<file path="src/rtl/lfsr_pkg.sv">
// Shared definitions for the 8-bit Fibonacci LFSR generator and checker pair.
package lfsr_pkg;

  localparam int          LFSR_W  = 8;
  localparam logic [7:0]  TAP     = 8'b00011101;
  localparam logic [7:0]  SEG_OFF = 8'hFF;

  typedef enum logic [1:0] {
    SYNC   = 2'd0,
    VERIFY = 2'd1,
    LOCKED = 2'd2
  } state_t;

  // Next serial bit of the sequence given the 8 most recent bits (bit0 oldest).
  function automatic logic predict(input logic [LFSR_W-1:0] w);
    return ^(w & TAP);
  endfunction

endpackage

</file>
<file path="src/rtl/lfsr_checker_hex7seg.sv">
// Hex digit to active-low seven-segment pattern (bit7..bit1 = a..g, bit0 = dp, dp off).
module hex7seg
  import lfsr_pkg::*;
(
  input  logic [3:0] digit,
  output logic [7:0] seg
);

  always_comb begin
    seg = SEG_OFF;
    case (digit)
      4'h0: seg = ~8'b11111100;
      4'h1: seg = ~8'b01100000;
      4'h2: seg = ~8'b11011010;
      4'h3: seg = ~8'b11110010;
      4'h4: seg = ~8'b01100110;
      4'h5: seg = ~8'b10110110;
      4'h6: seg = ~8'b10111110;
      4'h7: seg = ~8'b11100000;
      4'h8: seg = ~8'b11111110;
      4'h9: seg = ~8'b11110110;
      4'hA: seg = ~8'b11101110;
      4'hB: seg = ~8'b00111110;
      4'hC: seg = ~8'b10011100;
      4'hD: seg = ~8'b01111010;
      4'hE: seg = ~8'b10011110;
      4'hF: seg = ~8'b10001110;
    endcase
  end

endmodule

</file>
<file path="config.mk">
export PLATFORM = sky130hd
export DESIGN_NAME = hex7seg
export DESIGN_NICKNAME = d
export VERILOG_FILES = /design/src/rtl/lfsr_pkg.sv /design/src/rtl/lfsr_checker_hex7seg.sv
export SDC_FILE = /design/constraint.sdc
export NUM_CORES = 1
export LEC_CHECK = 0
export BUFFER_PORTS_ARGS = -buffer_cell sky130_fd_sc_hd__buf_4
export CORE_AREA = 2 2 39 41
export DETAILED_ROUTE_END_ITERATION = 16
export DIE_AREA = 0 0 41 43
export MAX_ROUTING_LAYER = met4
export PLACE_DENSITY = 0.45
export SETUP_SLACK_MARGIN = 0.3
export SLEW_MARGIN = 30
export SYNTH_ARGS = -nofsm -noshare
export SYNTH_HDL_FRONTEND = slang
export SYNTH_SLANG_ARGS = --single-unit
</file>
<file path="constraint.sdc">
create_clock -name vclk -period 1
set_input_delay 0.1 -clock vclk [all_inputs]
set_output_delay 0.1 -clock vclk [all_outputs]
set_load 0.03 [all_outputs]
</file>
# Yosys cells after proc, flatten, opt, wreduce, memory -nomap -nowiden

Memories as Yosys holds them, arrays and structs flattened.
Cells that the tools add are included.

Bits of input ports: 4
Flip-flop bits (word level): 0
Memory bits (read-only): 112
Logic and storage cells: 1
Memories kept: 1

Memory list:

| name            | depth | bits a word | read ports | clocked after memory_dff | wr ports | line                       | RTL |
|---|---|---|---|---|---|---|---|
| (no name shown) | 16    | 7           | 1          | 0                        | 0        | lfsr_checker_hex7seg.sv:11 | `case (digit)` |

# Longest topological paths before layout

Gate-level depths: netlist of the first run.
An unclocked memory read counts as a cell.

Word-level depth: 1
Depth in mapped cells: 5
Mapped depth without buffers: 5

# Worst setup path before layout of the first run

Ideal clock, no wire load.

Path kind: input -> output
Start point: in digit[1]
End point: out seg[5]
Required time: 900 ps
Path slack: -122 ps
Arrival: 1022 ps
Stages on the path: 4
Cell sequence: inv_1 -> ha_1 -> nand2b_1 -> mux2i_1

Word-level cells in the longest chain between the ends: 1

Ends and longest elaborated chain:

| item            | line                      | RTL |
|---|---|---|
| start, declared | lfsr_checker_hex7seg.sv:5 | `input logic [3:0] digit,` |
| $mem_v2 16x7    | -                         |  |
| end, declared   | lfsr_checker_hex7seg.sv:6 | `output logic [7:0] seg` |

No other way between the ends.

# Final worst setup path of the first run

Start point: in digit[1]
End point: out seg[4]

Same word-level chain as after synthesis.

==> flow_metrics.env, run 1 <==
export IMPL_ios=12
export IMPL_timing_final_hold_violations=0
export IMPL_total_leakage_power_nw=0.279
export IMPL_place_gp_congestion=0.707
export IMPL_global_route_overflow_total=0
export IMPL_final_fill_count=135
export IMPL_final_critical_path_setup_slack_ns=-0.214
export IMPL_yosysTopAreaCellShare=0.313
export IMPL_ys_top_cells_by_count="7 x sky130_fd_sc_hd__ha_1, 6 x sky130_fd_sc_hd__mux2i_1, 5 x sky130_fd_sc_hd__nor2_1, 3 x sky130_fd_sc_hd__inv_1"
export IMPL_outcome="finished with violations"
export IMPL_fmax_mhz=824
export IMPL_drtPass1Iterations=1
export IMPL_timing_critical_path_required_ns=0.90
export IMPL_avgSynthCellArea_sq_um=8.01
export IMPL_synth_largest_area_cell="sky130_fd_sc_hd__ha_1"
export IMPL_nets_in_the_synthesized_netlist=46
export IMPL_grt_setup_unrepaired="yes"
export IMPL_power_density_mw_per_mm2=535
export IMPL_fin_worst_hold_slack_ns=0.586
export IMPL_failed_checks="negative setup slack"
export IMPL_finalCritPeriodShare=1.21
export IMPL_synth_warning_count=0
export IMPL_num_antenna_cells=0
export IMPL_grt_max_degree=13
export IMPL_synth_compound_area_share=0.134
export IMPL_synth_seq_area_share=0
export IMPL_timing_critical_path_fanout_max=5
export IMPL_post_synth_mux_area_share=0.295
export IMPL_floorplan_initialDensity=0.203
export IMPL_syn_area_sq_um=280
export IMPL_antenna_found_initial=0
export IMPL_worst_ep_arrival_time_ns=1.11
export IMPL_io_buffer_count=11
export IMPL_seq_cells=0
export IMPL_layout_area_overhead_vs_synth_pct=124
export IMPL_synthXorXnorAreaFrac=0
export IMPL_hold_class="input pin to output port"
export IMPL_wl_per_cell_um=9.83
export IMPL_synth_top_cells_by_area="sky130_fd_sc_hd__ha_1 31%, sky130_fd_sc_hd__mux2i_1 21%, sky130_fd_sc_hd__mux4_2 8.0%"
export IMPL_rows=14
export IMPL_worst_setup_path_startpoint="digit[1]"
export IMPL_antenna_violating_nets_post_route=0
export IMPL_period_needed_ns=1.21
export IMPL_finalSetupViolations=7
export IMPL_initial_detailed_routing_violation_count=0
export IMPL_min_from="digit[1]"
export IMPL_finish_net_count=67
export IMPL_clockBufferCount=0
export IMPL_report_final_slew_viol_count=0
export IMPL_route_detailed_drc=0
export IMPL_synth_lib_cells_used_distinct=15
export IMPL_ir_worst_vdd_v=0.000184
export IMPL_simple_gate_fraction_of_synth_area=0.125
export IMPL_layout_core_utilization=0.454
export IMPL_dpl_hpwl_um=597
export IMPL_vias=308
export IMPL_floorplan_die_area_sq_mm=0.00176
export IMPL_crit_path_end_kind="output port"
export IMPL_die_h_um=43
export IMPL_grt_use_total=0.0883
export IMPL_wire_length_of_the_first_global_routing_pass_mm=1.15
export IMPL_timing_critical_path_from_type="input pin"
export IMPL_drv_cap=0
export IMPL_most_frequent_cell_after_synthesis="sky130_fd_sc_hd__ha_1"
export IMPL_yosys_area_share_adder=0.313
export IMPL_instance_count_of_the_mapped_netlist=35
export IMPL_vias_in_the_first_global_route=294
export IMPL_wl_um=688
export IMPL_path_class="input pin to output port"
export IMPL_drt_vias_per_instance=4.40
export IMPL_core_region_area_sq_mm=0.00138
export IMPL_combinational_family_with_the_most_area_after_synthesis="adder cells"
export IMPL_cts_hold_buf=0
export IMPL_die_x_um=41
export IMPL_ff_latch_area_sq_um=0
export IMPL_drive_gt1_frac=0.741
## worst max-delay path: stages
cell and delay (ns):
sky130_fd_sc_hd__buf_12 0.09, sky130_fd_sc_hd__inv_8 0.03, sky130_fd_sc_hd__ha_4 0.25, sky130_fd_sc_hd__inv_2 0.03, sky130_fd_sc_hd__mux4_2 0.45, sky130_fd_sc_hd__buf_6 0.15
## power breakdown
part	internal, W	leakage, nW	switching, W
Combinational	0.000172	0.279	0.000164
Clock	0	0	0
Sequential	0	0	0
Total	0.000172	0.279	0.000164
## kinds of logic after synthesis
family          Yosys count
simple gates              8
mux                       7
fa+ha+maj                 7
compound gates            6
buf+inv                   6
other cells               1
## final timing paths
check / end / slack [ns] / cells past startpoint
max: seg[4] / -0.21 / 6
min: seg[6] / 0.59 / 3
## per-layer routing
layer	vias up	track usage	part of all wire
li1	157	-	-
met2	6	0.159	0.57
met3	0	0	0.044
met5	-	-	0
met1	145	0.112	0.38
met4	0	0	0
## cell type report
class / instances / area [sq um] / area share
Multi-Input combinational cell: 29 / 340 / 0.542
Timing Repair Buffer: 22 / 236 / 0.376
Tap cell: 16 / 20.0 / 0.0319
Inverter: 3 / 31.3 / 0.0498
## per-stage QoR
stage	total power, W	instances	worst slack (ns)	instance area (sq um)	TNS [ns]
3_5_place_dp	0.000278	67	-0.289	507	-1.15
4_1_cts	0.000336	70	-0.218	624	-0.849
3_3_place_gp	0.000274	67	-0.275	507	-1.04
5_1_grt	0.000358	70	-0.231	628	-1.10
2_1_floorplan	0.000176	35	-0.0401	358	-0.0401
6_report	0.000336	70	-0.214	628	-0.810
## repair_timing
| action | CTS | global route |
|---|---|---|
| endpoints found under the hold margin | 0 | 0 |
| buffers inserted | 3 | 0 |
| resized for setup | 21 | 1 |
| pin swaps | 5 | 2 |
| setup endpoints to repair | 7 | 7 |
## cells in the final DEF, fill, tap and decap left out, drive strengths merged
cell type   n
mux2i       6
ha          7
o21ai       2
mux4        1
a32o        1
o211ai      1
nand2b      2
conb        1
a21oi       2
inv         3
nand2       1
nor2        5
buf        22
Power figures use the tool's default switching activity.
==> inputs of run 2 (changes only) <==
--- a/config.mk
+++ b/config.mk
@@ -5,14 +5,15 @@
 export SDC_FILE = /design/constraint.sdc
 export NUM_CORES = 1
 export LEC_CHECK = 0
+export ABC_AREA = 1
 export BUFFER_PORTS_ARGS = -buffer_cell sky130_fd_sc_hd__buf_4
 export CORE_AREA = 2 2 39 41
 export DETAILED_ROUTE_END_ITERATION = 16
 export DIE_AREA = 0 0 41 43
 export MAX_ROUTING_LAYER = met4
-export PLACE_DENSITY = 0.45
+export PLACE_DENSITY = 0.46
 export SETUP_SLACK_MARGIN = 0.3
-export SLEW_MARGIN = 30
+export SLEW_MARGIN = 15
 export SYNTH_ARGS = -nofsm -noshare
 export SYNTH_HDL_FRONTEND = slang
 export SYNTH_SLANG_ARGS = --single-unit
==> run 2 against run 1 <==
  * The run now ends clean
  * First-iteration DRC count grew 4
  * Flip-flop and latch count is the same
  * Total power shrank 8.9%
  * Hold slack lost 0.025 ns
  * Utilization shrank 1.5 points
  * Via count grew 11%
  * Die area is the same
  * Critical endpoint is now seg[7]
  * Highest routed layer unchanged
==> flow_metrics.env, run 2 <==
export IMPL_ff_latch_area_sq_um=0
export IMPL_syn_area_sq_um=285
export IMPL_finalCritPeriodShare=0.914
export IMPL_synth_seq_area_share=0
export IMPL_setup_tns_ns=0
export IMPL_report_final_slew_viol_count=0
export IMPL_most_frequent_cell_after_synthesis="sky130_fd_sc_hd__nand2_1"
export IMPL_min_delay_path_depth=3
export IMPL_finish_net_count=75
export IMPL_layout_core_utilization=0.439
export IMPL_antenna_violating_nets_post_route=0
export IMPL_seq_cells=0
export IMPL_vias_in_the_first_global_route=296
export IMPL_synth_lib_cells_used_distinct=12
export IMPL_path_class="input pin to output port"
export IMPL_num_antenna_cells=0
export IMPL_layout_area_overhead_vs_synth_pct=113
export IMPL_sequentialPowerShare=0
export IMPL_clockBufferCount=0
export IMPL_timing_critical_path_from_type="input pin"
export IMPL_route_detailed_drc=0
export IMPL_nets_in_the_synthesized_netlist=62
export IMPL_wl_met1_um=296
export IMPL_final_fill_count=142
export IMPL_p_int_w=0.000134
export IMPL_hold_class="input pin to output port"
export IMPL_initial_detailed_routing_violation_count=4
export IMPL_highest_signal_layer="met3"
export IMPL_synth_warning_count=0
export IMPL_ios=12
export IMPL_wl_per_cell_um=8.91
export IMPL_core_region_area_sq_mm=0.00138
export IMPL_fin_worst_hold_slack_ns=0.561
export IMPL_ys_top_cells_by_count="20 x sky130_fd_sc_hd__nand2_1, 10 x sky130_fd_sc_hd__nand3_1, 7 x sky130_fd_sc_hd__ha_1, 6 x sky130_fd_sc_hd__inv_1"
export IMPL_crit_path_end_kind="output port"
export IMPL_fmax_mhz=1090
export IMPL_dpl_hpwl_um=601
export IMPL_placed_cells=78
export IMPL_global_route_overflow_total=0
export IMPL_final_common_cell="sky130_fd_sc_hd__buf_6"
export IMPL_multi_input_area_sq_um=379
export IMPL_floorplan_initialDensity=0.206
export IMPL_grt_max_degree=10
export IMPL_period_needed_ns=0.914
export IMPL_wl_um=695
export IMPL_final_critical_path_setup_slack_ns=0.0864
export IMPL_postCtsSetupRepairBufs=0
export IMPL_grt_setup_unrepaired="yes"
export IMPL_die_h_um=43
export IMPL_drt_vias_per_instance=4.38
export IMPL_rows=14
export IMPL_place_gp_congestion=0.726
export IMPL_drive_gt1_frac=0.661
export IMPL_yosysTopAreaCellShare=0.307
export IMPL_synth_largest_area_cell="sky130_fd_sc_hd__ha_1"
export IMPL_crit_end="seg[7]"
export IMPL_drv_cap=0
export IMPL_instance_count_of_the_mapped_netlist=51
export IMPL_floorplan_die_area_sq_mm=0.00176
export IMPL_total_leakage_power_nw=0.282
export IMPL_finalSetupViolations=0
export IMPL_timing_critical_path_required_ns=0.90
export IMPL_wire_length_of_the_first_global_routing_pass_mm=1.26
export IMPL_vias=342
export IMPL_worst_ep_arrival_time_ns=0.81
export IMPL_drtPass1Iterations=4
export IMPL_io_buffer_count=11
export IMPL_ir_worst_vdd_v=0.000146
export IMPL_portion_of_total_power_attributed_to_combinational_logic=1.000
export IMPL_power_net_switching_w=0.000172
export IMPL_outcome="finished clean"
export IMPL_worst_setup_path_startpoint="digit[1]"
export IMPL_avgSynthCellArea_sq_um=5.59
export IMPL_die_x_um=41
export IMPL_wl_met3_um=20
export IMPL_met2_wirelength_um=378
export IMPL_place_worst_setup_slack_ns=-0.00779
export IMPL_antenna_found_initial=0
export IMPL_timing_final_hold_violations=0
export IMPL_most_frequent_cells_in_the_layout="9 x sky130_fd_sc_hd__buf_6, 8 x sky130_fd_sc_hd__nand2_1, 7 x sky130_fd_sc_hd__nand2_2, 7 x sky130_fd_sc_hd__nand3_1"
export IMPL_clockPowerShare=0
export IMPL_final_cell_count_no_fill=78
export IMPL_synth_top_cells_by_area="sky130_fd_sc_hd__ha_1 31%, sky130_fd_sc_hd__nand2_1 26%, sky130_fd_sc_hd__nand3_1 18%"
export IMPL_p_sw_frac=0.562
export IMPL_timing_critical_path_fanout_max=5
export IMPL_grt_use_total=0.0983
export IMPL_power_density_mw_per_mm2=505
==> run 2: changes by cell type in the layout (fill, tap and decap cells not counted), sizes merged, moves of 2 or more <==
cell	before	now
a21oi	2	0
buf	22	14
inv	3	7
mux2i	6	0
nand3	0	10
nand2	1	20
nor2	5	0
nand2b	2	0
==> run 2: cells by family after synthesis <==
group                    Yosys count  share of synthesized area
AO/OA/AOI/OAI                      3                     0.0658
other                              1                     0.0131
AND/OR/NAND/NOR                   30                      0.439
adder cells (fa/ha/maj)            7                      0.307
buffers and inverters             10                      0.175
==> run 2: area by class of cell <==
class                      instances  area share
inverter                           7      0.0722
tap                               16      0.0330
timing repair buffer              14       0.270
multi-input combinational         41       0.625
==> run 2: power by group through the flow <==
stage               sequential [W]  clock [W]  combinational [W]
finish                           0          0           0.000306
CTS                              0          0           0.000306
detailed placement               0          0           0.000255
global route                     0          0           0.000331
global placement                 0          0           0.000257
floorplan                        0          0           0.000180
==> run 2: timing repair <==
action | CTS | global route
gates resized for setup | 24 | 2
setup endpoints to repair | 7 | 7
pin swaps | 6 | 4
hold buffers | 0 | 0
==> run 2: metal layers <==
metal  GRT usage  vias to the layer above
li1            -                      180
met1       0.133                      155
met2       0.169                        7
met3           0                        0
met4           0                        0
met5           -                        -
==> run 2: worst max-delay path, cell delays in order <==
cell and delay (ns):
sky130_fd_sc_hd__buf_12 0.12, sky130_fd_sc_hd__inv_8 0.07, sky130_fd_sc_hd__ha_4 0.14, sky130_fd_sc_hd__inv_4 0.04, sky130_fd_sc_hd__nand2_4 0.06, sky130_fd_sc_hd__nand3_2 0.09
sky130_fd_sc_hd__nand2_4 0.07, sky130_fd_sc_hd__buf_6 0.12
==> run 2: how the worst min path moves through the flow <==
stage | start | end
detailed placement | digit[3] | seg[5]
CTS | digit[3] | seg[5]
global route | digit[3] | seg[5]
global placement | digit[3] | seg[5]
floorplan | digit[1] | seg[1]
finish | digit[3] | seg[5]
==> run 2: through the flow <==
step | power, W | area (sq um)
2_1_floorplan | 0.000180 | 404
3_3_place_gp | 0.000257 | 503
3_5_place_dp | 0.000255 | 503
4_1_cts | 0.000306 | 601
5_1_grt | 0.000331 | 607
6_report | 0.000306 | 607
